<file path="config.mk">
export PLATFORM = sky130hd
export DESIGN_NAME = hilo_div_ctrl
export DESIGN_NICKNAME = d
export VERILOG_FILES = /design/src/rtl/hilo_div_ctrl_pkg.sv /design/src/rtl/div_step.sv /design/src/rtl/hilo_div_ctrl.sv
export SDC_FILE = /design/constraint.sdc
export NUM_CORES = 1
export LEC_CHECK = 0
export ABC_AREA = 1
export BUFFER_PORTS_ARGS = -buffer_cell sky130_fd_sc_hd__buf_4
export CORE_MARGIN = 1
export CORE_UTILIZATION = 45
export CTS_CLUSTER_DIAMETER = 200
export DETAILED_ROUTE_END_ITERATION = 8
export GPL_TIMING_DRIVEN = 0
export MAX_ROUTING_LAYER = met4
export SYNTH_ARGS = -nofsm -noshare
export SYNTH_HDL_FRONTEND = slang
export SYNTH_SLANG_ARGS = --single-unit
export TNS_END_PERCENT = 1
</file>
<file path="constraint.sdc">
create_clock -name clk -period 4.3 [get_ports clk]
set_clock_uncertainty 0.15 [all_clocks]
set_input_delay 0.43 -clock clk [delete_from_list [all_inputs] [get_ports clk]]
set_output_delay 0.43 -clock clk [all_outputs]
set_load 0.01 [all_outputs]
</file>
<file path="src/rtl/hilo_div_ctrl_pkg.sv">
// Shared definitions for the HI/LO divide sequencer: FSM state encodings,
// DIV/DIVU aluop codes, the zero result word and a two's-complement helper.
package hilo_div_ctrl_pkg;

  localparam int DATA_W = 32;

  // Divider sequencer states
  typedef enum logic [1:0] {
    DIV_FREE    = 2'b00,
    DIV_BY_ZERO = 2'b01,
    DIV_ON      = 2'b10,
    DIV_END     = 2'b11
  } div_state_e;

  // EX-stage aluop codes that select this unit
  localparam logic [7:0] ALUOP_DIV  = 8'b0001_1010;
  localparam logic [7:0] ALUOP_DIVU = 8'b0001_1011;

  // Result value when idle, aborted or dividing by zero
  localparam logic [63:0] ZERO_WORD = 64'h0;

  // Counter value on the 32nd (final) quotient step
  localparam logic [5:0] LAST_STEP = 6'd31;

  // Two's-complement negate of a 32-bit word
  function automatic logic [31:0] neg32(input logic [31:0] x);
    return ~x + 32'd1;
  endfunction

endpackage

</file>
<file path="src/rtl/div_step.sv">
// One restoring-division step: shift the 65-bit working register left by
// one, trial-subtract the divisor from the upper 33 bits, and either keep
// the difference (quotient bit 1) or restore (quotient bit 0).
module div_step (
  input  logic [64:0] work,
  input  logic [31:0] divisor,
  output logic [64:0] next
);

  logic [64:0] shifted;
  logic [32:0] diff;

  // Compare/subtract on the partial remainder; bit 32 of diff is the borrow
  always_comb begin
    // NOTE: every always_comb output gets a value on every path so no latch is inferred.
    shifted = work << 1;
    diff    = shifted[64:32] - {1'b0, divisor};
    if (!diff[32]) begin
      next = {diff, shifted[31:1], 1'b1};
    end else begin
      next = shifted;
    end
  end

endmodule

</file>
<file path="src/rtl/hilo_div_ctrl.sv">
// Multi-cycle DIV/DIVU sequencer for the HI/LO register pair.
// Runs a 32-step restoring division, stalls EX while busy and presents
// {remainder, quotient} on result_o with ready_o in the END state.
// Build option: define HILO_DIV_SIGNED_EN to honour signed_i (DIV);
// without it every operation is DIVU and signed_i is ignored.
module hilo_div_ctrl
  import hilo_div_ctrl_pkg::*;
(
  input  logic        clk,
  input  logic        rst,
  input  logic        start_i,
  input  logic        signed_i,
  input  logic [31:0] opdata1_i,
  input  logic [31:0] opdata2_i,
  input  logic        annul_i,
  output logic [63:0] result_o,
  output logic        ready_o,
  output logic        stall_o
);

  div_state_e  state_q;
  logic [64:0] work_q;
  logic [31:0] divisor_q;
  logic [5:0]  count_q;
  logic [64:0] next_work;

  logic [31:0] dividend_mag;
  logic [31:0] divisor_mag;
  logic [31:0] quot_fix;
  logic [31:0] rem_fix;

`ifdef HILO_DIV_SIGNED_EN
  logic        sign_dividend_q;
  logic        sign_diff_q;
  logic        dividend_neg;
  logic        divisor_neg;
`else
  logic        unused_signed;
  assign unused_signed = signed_i;
`endif

  div_step u_div_step (
    .work    (work_q),
    .divisor (divisor_q),
    .next    (next_work)
  );

  // Operand magnitudes at start and sign fix-up of the final step's result
  always_comb begin
`ifdef HILO_DIV_SIGNED_EN
    dividend_neg = signed_i & opdata1_i[31];
    divisor_neg  = signed_i & opdata2_i[31];
    dividend_mag = dividend_neg ? neg32(opdata1_i) : opdata1_i;
    divisor_mag  = divisor_neg  ? neg32(opdata2_i) : opdata2_i;
    quot_fix     = sign_diff_q     ? neg32(next_work[31:0])  : next_work[31:0];
    rem_fix      = sign_dividend_q ? neg32(next_work[63:32]) : next_work[63:32];
`else
    dividend_mag = opdata1_i;
    divisor_mag  = opdata2_i;
    quot_fix     = next_work[31:0];
    rem_fix      = next_work[63:32];
`endif
  end

  // Stall EX while a divide is requested and its result is not yet presented
  assign stall_o = rst & start_i & ~annul_i & (state_q != DIV_END);

  // Sequencer FSM with registered result/ready outputs
  always_ff @(posedge clk or negedge rst) begin
    // NOTE: sequential state uses non-blocking assignments so all registers update together.
    if (!rst) begin
      state_q         <= DIV_FREE;
      work_q          <= '0;
      divisor_q       <= '0;
      count_q         <= '0;
      result_o        <= ZERO_WORD;
      ready_o         <= 1'b0;
`ifdef HILO_DIV_SIGNED_EN
      sign_dividend_q <= 1'b0;
      sign_diff_q     <= 1'b0;
`endif
    end else if (annul_i) begin
      state_q  <= DIV_FREE;
      count_q  <= '0;
      result_o <= ZERO_WORD;
      ready_o  <= 1'b0;
    end else begin
      unique case (state_q)
        DIV_FREE: begin
          if (start_i) begin
            if (opdata2_i == 32'd0) begin
              state_q <= DIV_BY_ZERO;
            end else begin
              state_q         <= DIV_ON;
              work_q          <= {33'b0, dividend_mag};
              divisor_q       <= divisor_mag;
              count_q         <= '0;
`ifdef HILO_DIV_SIGNED_EN
              sign_dividend_q <= dividend_neg;
              sign_diff_q     <= dividend_neg ^ divisor_neg;
`endif
            end
          end
        end
        DIV_BY_ZERO: begin
          state_q  <= DIV_END;
          result_o <= ZERO_WORD;
          ready_o  <= 1'b1;
        end
        DIV_ON: begin
          work_q  <= next_work;
          count_q <= count_q + 6'd1;
          if (count_q == LAST_STEP) begin
            state_q  <= DIV_END;
            result_o <= {rem_fix, quot_fix};
            ready_o  <= 1'b1;
          end
        end
        DIV_END: begin
          if (!start_i) begin
            state_q  <= DIV_FREE;
            result_o <= ZERO_WORD;
            ready_o  <= 1'b0;
          end
        end
        default: begin
          state_q <= DIV_FREE;
        end
      endcase
    end
  end

endmodule

</file>
Word-level counts from Yosys, hierarchy flattened --
Index checks and enable logic that the tools add are counted.
Storage, ports and cells: bits in latches 0, RAM bits 0, flip-flop bits (word level) 169, memory bits (read-only) 0, memories kept 0
Operators by class: divide/modulo/power cells 0, equality and inequality tests 11, muxes and demuxes 22, multiply operators 0, reductions and logical operators 10, shift operators 0, $lt $le $gt $ge 0, bitwise operators 5, add/sub/neg operators 2
Operators by type and width (count):
- 64-bit 2-to-1 mux | 6
- 64-bit one-hot mux with 3 select lines | 1
- 64-bit one-hot mux with 2 select lines | 1
- 33-bit by 32-bit subtractor with 33-bit output | 1
- 32-bit logical NOT | 1
- 6-bit 2-to-1 mux | 3
- 3-bit inequality test, second input constant | 4
- 6-bit one-hot mux with 2 select lines | 1
- 2-bit 2-to-1 mux | 5
- 3-bit AND reduction | 3
- 2-bit one-hot mux with 4 select lines | 1
- 4-bit AND reduction | 2
- 6-bit by 1-bit adder with 6-bit output, second input constant | 1
- 6-bit by 5-bit equality test with 1-bit output, second input constant | 1
- 2-bit inequality test, second input constant | 3
- 2-bit equality test, second input constant | 2
- 4-bit nonzero test | 1
- 1-bit AND | 3
- 1-bit 2-to-1 mux | 3
- 1-bit one-hot mux with 3 select lines | 1
- 3-bit nonzero test | 1
- 2-bit by 1-bit equality test with 1-bit output, second input constant | 1
- 2-bit logical NOT | 1
- 1-bit NOT | 2
- 2-bit nonzero test | 1

Depth between registers and ports, before layout --
word-level depth 5, mapped depth 18, gate-level depth less buffers 17

Modules after synthesis --
A second synthesis with hierarchy kept.
Second synthesis, totals: cells, all modules 1638, area total of the unflattened synthesis 10891.7 um^2
Modules (own cells, without submodules):
- hilo_div_ctrl | times used 1, area each 7756.2 um^2, cells an instance 988
- div_step | times used 1, area each 3135.5 um^2, cells an instance 650

Worst setup path before layout --
Ideal clock, no wire load.
kind register to register, from reg work_q[31], to reg work_q[57], arrival time 2.082 ns, slack 1.950 ns, setup time 0.118 ns, clock period less this slack 2.350 ns, data required time 4.032 ns, cell stages (with the launch flop) 18, path through dfrtp_1 > inv_1 > ha_1 > inv_1 > fa_1 > nand2_1 > nand2_1 > nand3_1 > nand2_1 > nand2_2 > nand2_2 > nand2_4 > nand3_2 > nand2_4 > buf_8 > nand3_2 > nand3_1 > nand2_1
Between the ends: word-level cells in the longest chain between the ends 3
Ends and longest elaborated chain:
- from (decl) | RTL line hilo_div_ctrl.sv:22 | logic [64:0] work_q;
- from (signal assigned) | RTL line hilo_div_ctrl.sv:95 | work_q <= {33'b0, dividend_mag};
- from (signal assigned) | RTL line hilo_div_ctrl.sv:111 | work_q <= next_work;
- 33-bit by 32-bit subtractor with 33-bit output | RTL line div_step.sv:17 | diff = shifted[64:32] - {1'b0, divisor};
- 64-bit 2-to-1 mux | RTL line div_step.sv:18 | if (!diff[32]) begin
- 64-bit one-hot mux with 2 select lines | RTL line hilo_div_ctrl.sv:88 | unique case (state_q)
No other way between the ends. A chain may end at the register's enable or synchronous reset.

Worst setup path in the final report --
from reg work_q[31], to reg result_o[51]
Between the ends: word-level cells in the longest chain between the ends 5
Ends and longest elaborated chain:
- 33-bit by 32-bit subtractor with 33-bit output | RTL line div_step.sv:17
- 64-bit 2-to-1 mux | RTL line div_step.sv:18
- 64-bit 2-to-1 mux | RTL line hilo_div_ctrl.sv:113 | if (count_q == LAST_STEP) begin
- 64-bit one-hot mux with 3 select lines | RTL line hilo_div_ctrl.sv:88
- 64-bit 2-to-1 mux | RTL line hilo_div_ctrl.sv:82 | end else if (annul_i) begin
- to (signal assigned) | RTL line hilo_div_ctrl.sv:115 | result_o <= {rem_fix, quot_fix};
- to (decl) | RTL line hilo_div_ctrl.sv:16 | output logic [63:0] result_o,
No other way between the ends. The select of a mux whose other input is x is not followed.

==> run metrics <==
NetSw=between 4 and 5 mW; initial drt markers=approximately 600; antenna violations before repair=0; FF+latch count, synth=roughly 170; vias=9605; PD cells=about 700 mW/mm2; Reg power frac=roughly 29%; Post-synth ARST share=between 90% and 100%; gr usage total=between 20% and 30%; Post-Synth Adder-Cell Area=approximately 4.7%; Horiz. Die Dim=152 um; Routed WL=roughly 29 mm; Reg clk slew, reported paths=~70 ps; IO Count=approximately 140; Synth Area in XOR/XNOR=between 1 and 1.5%; Die H=152 um; Gate power share=~53%; Seq/Total Area, Yosys=between 40% and 50%; CTS tree=built; internal power=approximately 4.3 mW; synth warn=0; Setup TNS Final=0 ps; multiplexer share of the synthesized area=0%; RR Endpoint=result_o[51]; Gate Count Post-Synth=around 1.5k; status=complete, but fails checks; buffers added on ports=around 130; clock share of power=18.0%; Reg2Reg Launch Point=work_q[31]; Core Rows=54; GP Congestion=between 0.9 and 1; Nets=approximately 1.7k; post-CTS resize count=0; ANT nets after route=0; hold-fix buffers at CTS=1; CP Capture Type=register; syn nets=around 1.6k; largest family of logic cells by synthesized area=simple AND/OR/NAND/NOR gates; critical path startpoint category=register; Placed Cells=about 1.9k; max-slew headroom at the worst pin=between 50% and 60%; Worst Path Arrival=between 3000 and 4000 ps; CP required=4520 ps; Post-Synth Simple-Gate Area=approximately a third; Hold Vio Cnt, Final=0; CTS sink cnt=~170; vias in the first global route=between 9k and 10k; Crit Path Class=register to register; ANT cells=0; layout cell share with drive strength beyond 1=about an eighth; drt wl/cell=about 15 um; vias per inst=5.00; CP Max Fanout=10; Max Clk Rate=roughly 340 MHz; GRT busiest layer=met2; Post-Layout Cell Count=1920; unrepaired setup endpoints after global routing=no; global route overflow=0; H-tree depth=4; LEAKAGE=7.07 nW; die area=between 0.02 and 0.025 mm2; violated checks=design-rule violations; placed wire-length estimate=roughly 23 mm; Max Slew Vio Count=0; cell count of the worst reg-to-reg path=18; Worst VDD drop=~240 uV; MaxCap Viol Count=0; postcts setup bufs=0; Post-synth EDFFs=0; hold worst-path end=divisor_q[22]; Area Overhead vs Synth=19.3%; Synth cell types=36; Tmin final=2960 ps; Initial Util=between 40% and 50%; TritonRoute pass-1 iters=9; complex-gate fraction of the synthesized area=around 7.4%; r2r setup slk=1340 ps; Core Box Area=0.0220 mm2; GRT met2 Usage=between 40% and 50%; Sw Ratio=between 40% and 50%; largest net degree at the start of global routing=between 100 and 150; crit share post-route=between 60% and 70%; mapped cell area=0.0102 mm2; Worst-Skew Late Latency=approximately 440 ps; first-pass GRT wire length=47.9 mm; CTS Root Cell=clkbuf_16; Mean Syn Cell Area=just under 7 um2; worst min path class=input pin to register; Worst Hold Launch=opdata2_i[22]; Max clock buf depth=2; M3 GR Usage=under 10%; final setup fails=0; Worst-Margin Slew=705 ps; met1 usage=a little under two fifths; CTS buffer count=17; most common flop cell mapped by yosys=dfrtp_1; hold depth=3; DR DRC count=7
power by group through the flow:
stage,clock (mW),combinational (mW),sequential [mW]
final,1.53,4.52,2.45
after global placement,0,4.45,2.46
after floorplan,0,3.12,2.42
after detailed placement,0,4.50,2.47
after global routing,1.62,5.16,2.51
after CTS,1.55,4.52,2.45
Yosys cell counts (6+ instances only):
cell type | count | area, um2
nand3_2 | 8 | 80.1
a21oi_1 | 23 | 115
nand2_1 | 586 | 2200
o21ai_0 | 101 | 505
inv_1 | 217 | 815
buf_4 | 6 | 45.0
nand3_1 | 133 | 666
dfrtp_1 | 169 | 4230
clkbuf_1 | 34 | 128
buf_2 | 11 | 55.1
nor2_1 | 56 | 210
nand4_1 | 25 | 156
ha_1 | 37 | 463
xor2_1 | 14 | 123
area by class of cell:
| class | count | area (um2) |
|---|---|---|
| fill | 2287 | 9870 |
| multi-input combinational | 1029 | 4870 |
| sequential | 169 | 4230 |
| timing repair buffer | 134 | 1040 |
| inverter | 220 | 826 |
| clock buffer | 18 | 429 |
| tap | 280 | 350 |
| buffer | 56 | 265 |
| clock inverter | 14 | 154 |
worst max-delay path: stages, from the launching register on:
cell and delay [ps]:
dfrtp_1 400, inv_1 150, ha_1 170, inv_1 70, fa_1 400, nand2_1 80
nand2_1 90, nand3_1 100, nand2_1 150, nand2_2 120, nand2_2 70, nand2_4 110
nand2_4 70, nand2_4 130, nand3_2 140, buf_6 190, nand2_1 70, nand3_1 130
nand2_1 100
cells by family (layout without fill, tap and decap cells):
group,Yosys count,after routing
AOI/OAI and AO/OA,142,142
xor gates and xnor gates,14,14
adders and majority gates,38,38
buffers and inverters,276,442
DFF,169,169
and+or+nand+nor,835,835
state kept, by name (all words and copies together) (netlist names):
name,cells
work_q,64
count_q,6
state_q,2
result_o,64
ready_o,1
divisor_q,32
layer usage:
layer / vias up / routed length [um]
li1: 4892 / -
met1: 4456 / 14400
met2: 227 / 13100
met3: 30 / 1120
met4: 0 / 541
met5: - / 0
worst max path at each step:
stage,start,endpoint,cells after the start
after floorplan,work_q[31],work_q[57],17
after global placement,rst,stall_o,4
after detailed placement,opdata2_i[0],divisor_q[31],10
after CTS,rst,stall_o,6
after global routing,work_q[31],result_o[53],18
final,work_q[31],result_o[51],18
layout by cell type (no fill, tap or decap), types with 4 or more instances in the layout:
cell       synthesis  final
ha_1              37     37
nand3_2            8      8
buf_2             11     11
dfrtp_1          169    169
xor2_1            14     14
nor2_1            56     56
clkbuf_1          34     35
nand4_1           25     25
inv_8              0      4
o21ai_1            5      5
nand3b_1           4      4
clkbuf_16          0     17
nand2_2            4      4
nand3_1          133    133
nand2_4            4      4
inv_1            217    217
clkinv_4           0      4
a21oi_1           23     23
o21ai_0          101    101
nor3_1             5      5
nand2_1          586    586
buf_4              6    137
nor2_2             4      4
o21bai_1           5      5
per-stage QoR:
| stage | utilization [%] | setup WS [ps] | hold WS [ps] | total power [mW] | instance area (um2) |
|---|---|---|---|---|---|
| 3_3_place_gp | 52.4 | 1110 | 305 | 6.91 | 11500 |
| 2_1_floorplan | - | 1950 | -15.6 | 5.54 | 10200 |
| 4_1_cts | 55.2 | 1380 | 114 | 8.52 | 12200 |
| 3_5_place_dp | 52.5 | 1080 | 227 | 6.97 | 11600 |
| 6_report | 55.2 | 1340 | 122 | 8.50 | 12200 |
| 5_1_grt | 55.2 | 1180 | 128 | 9.29 | 12200 |
Note: power is estimated with default switching activity, not from simulation.
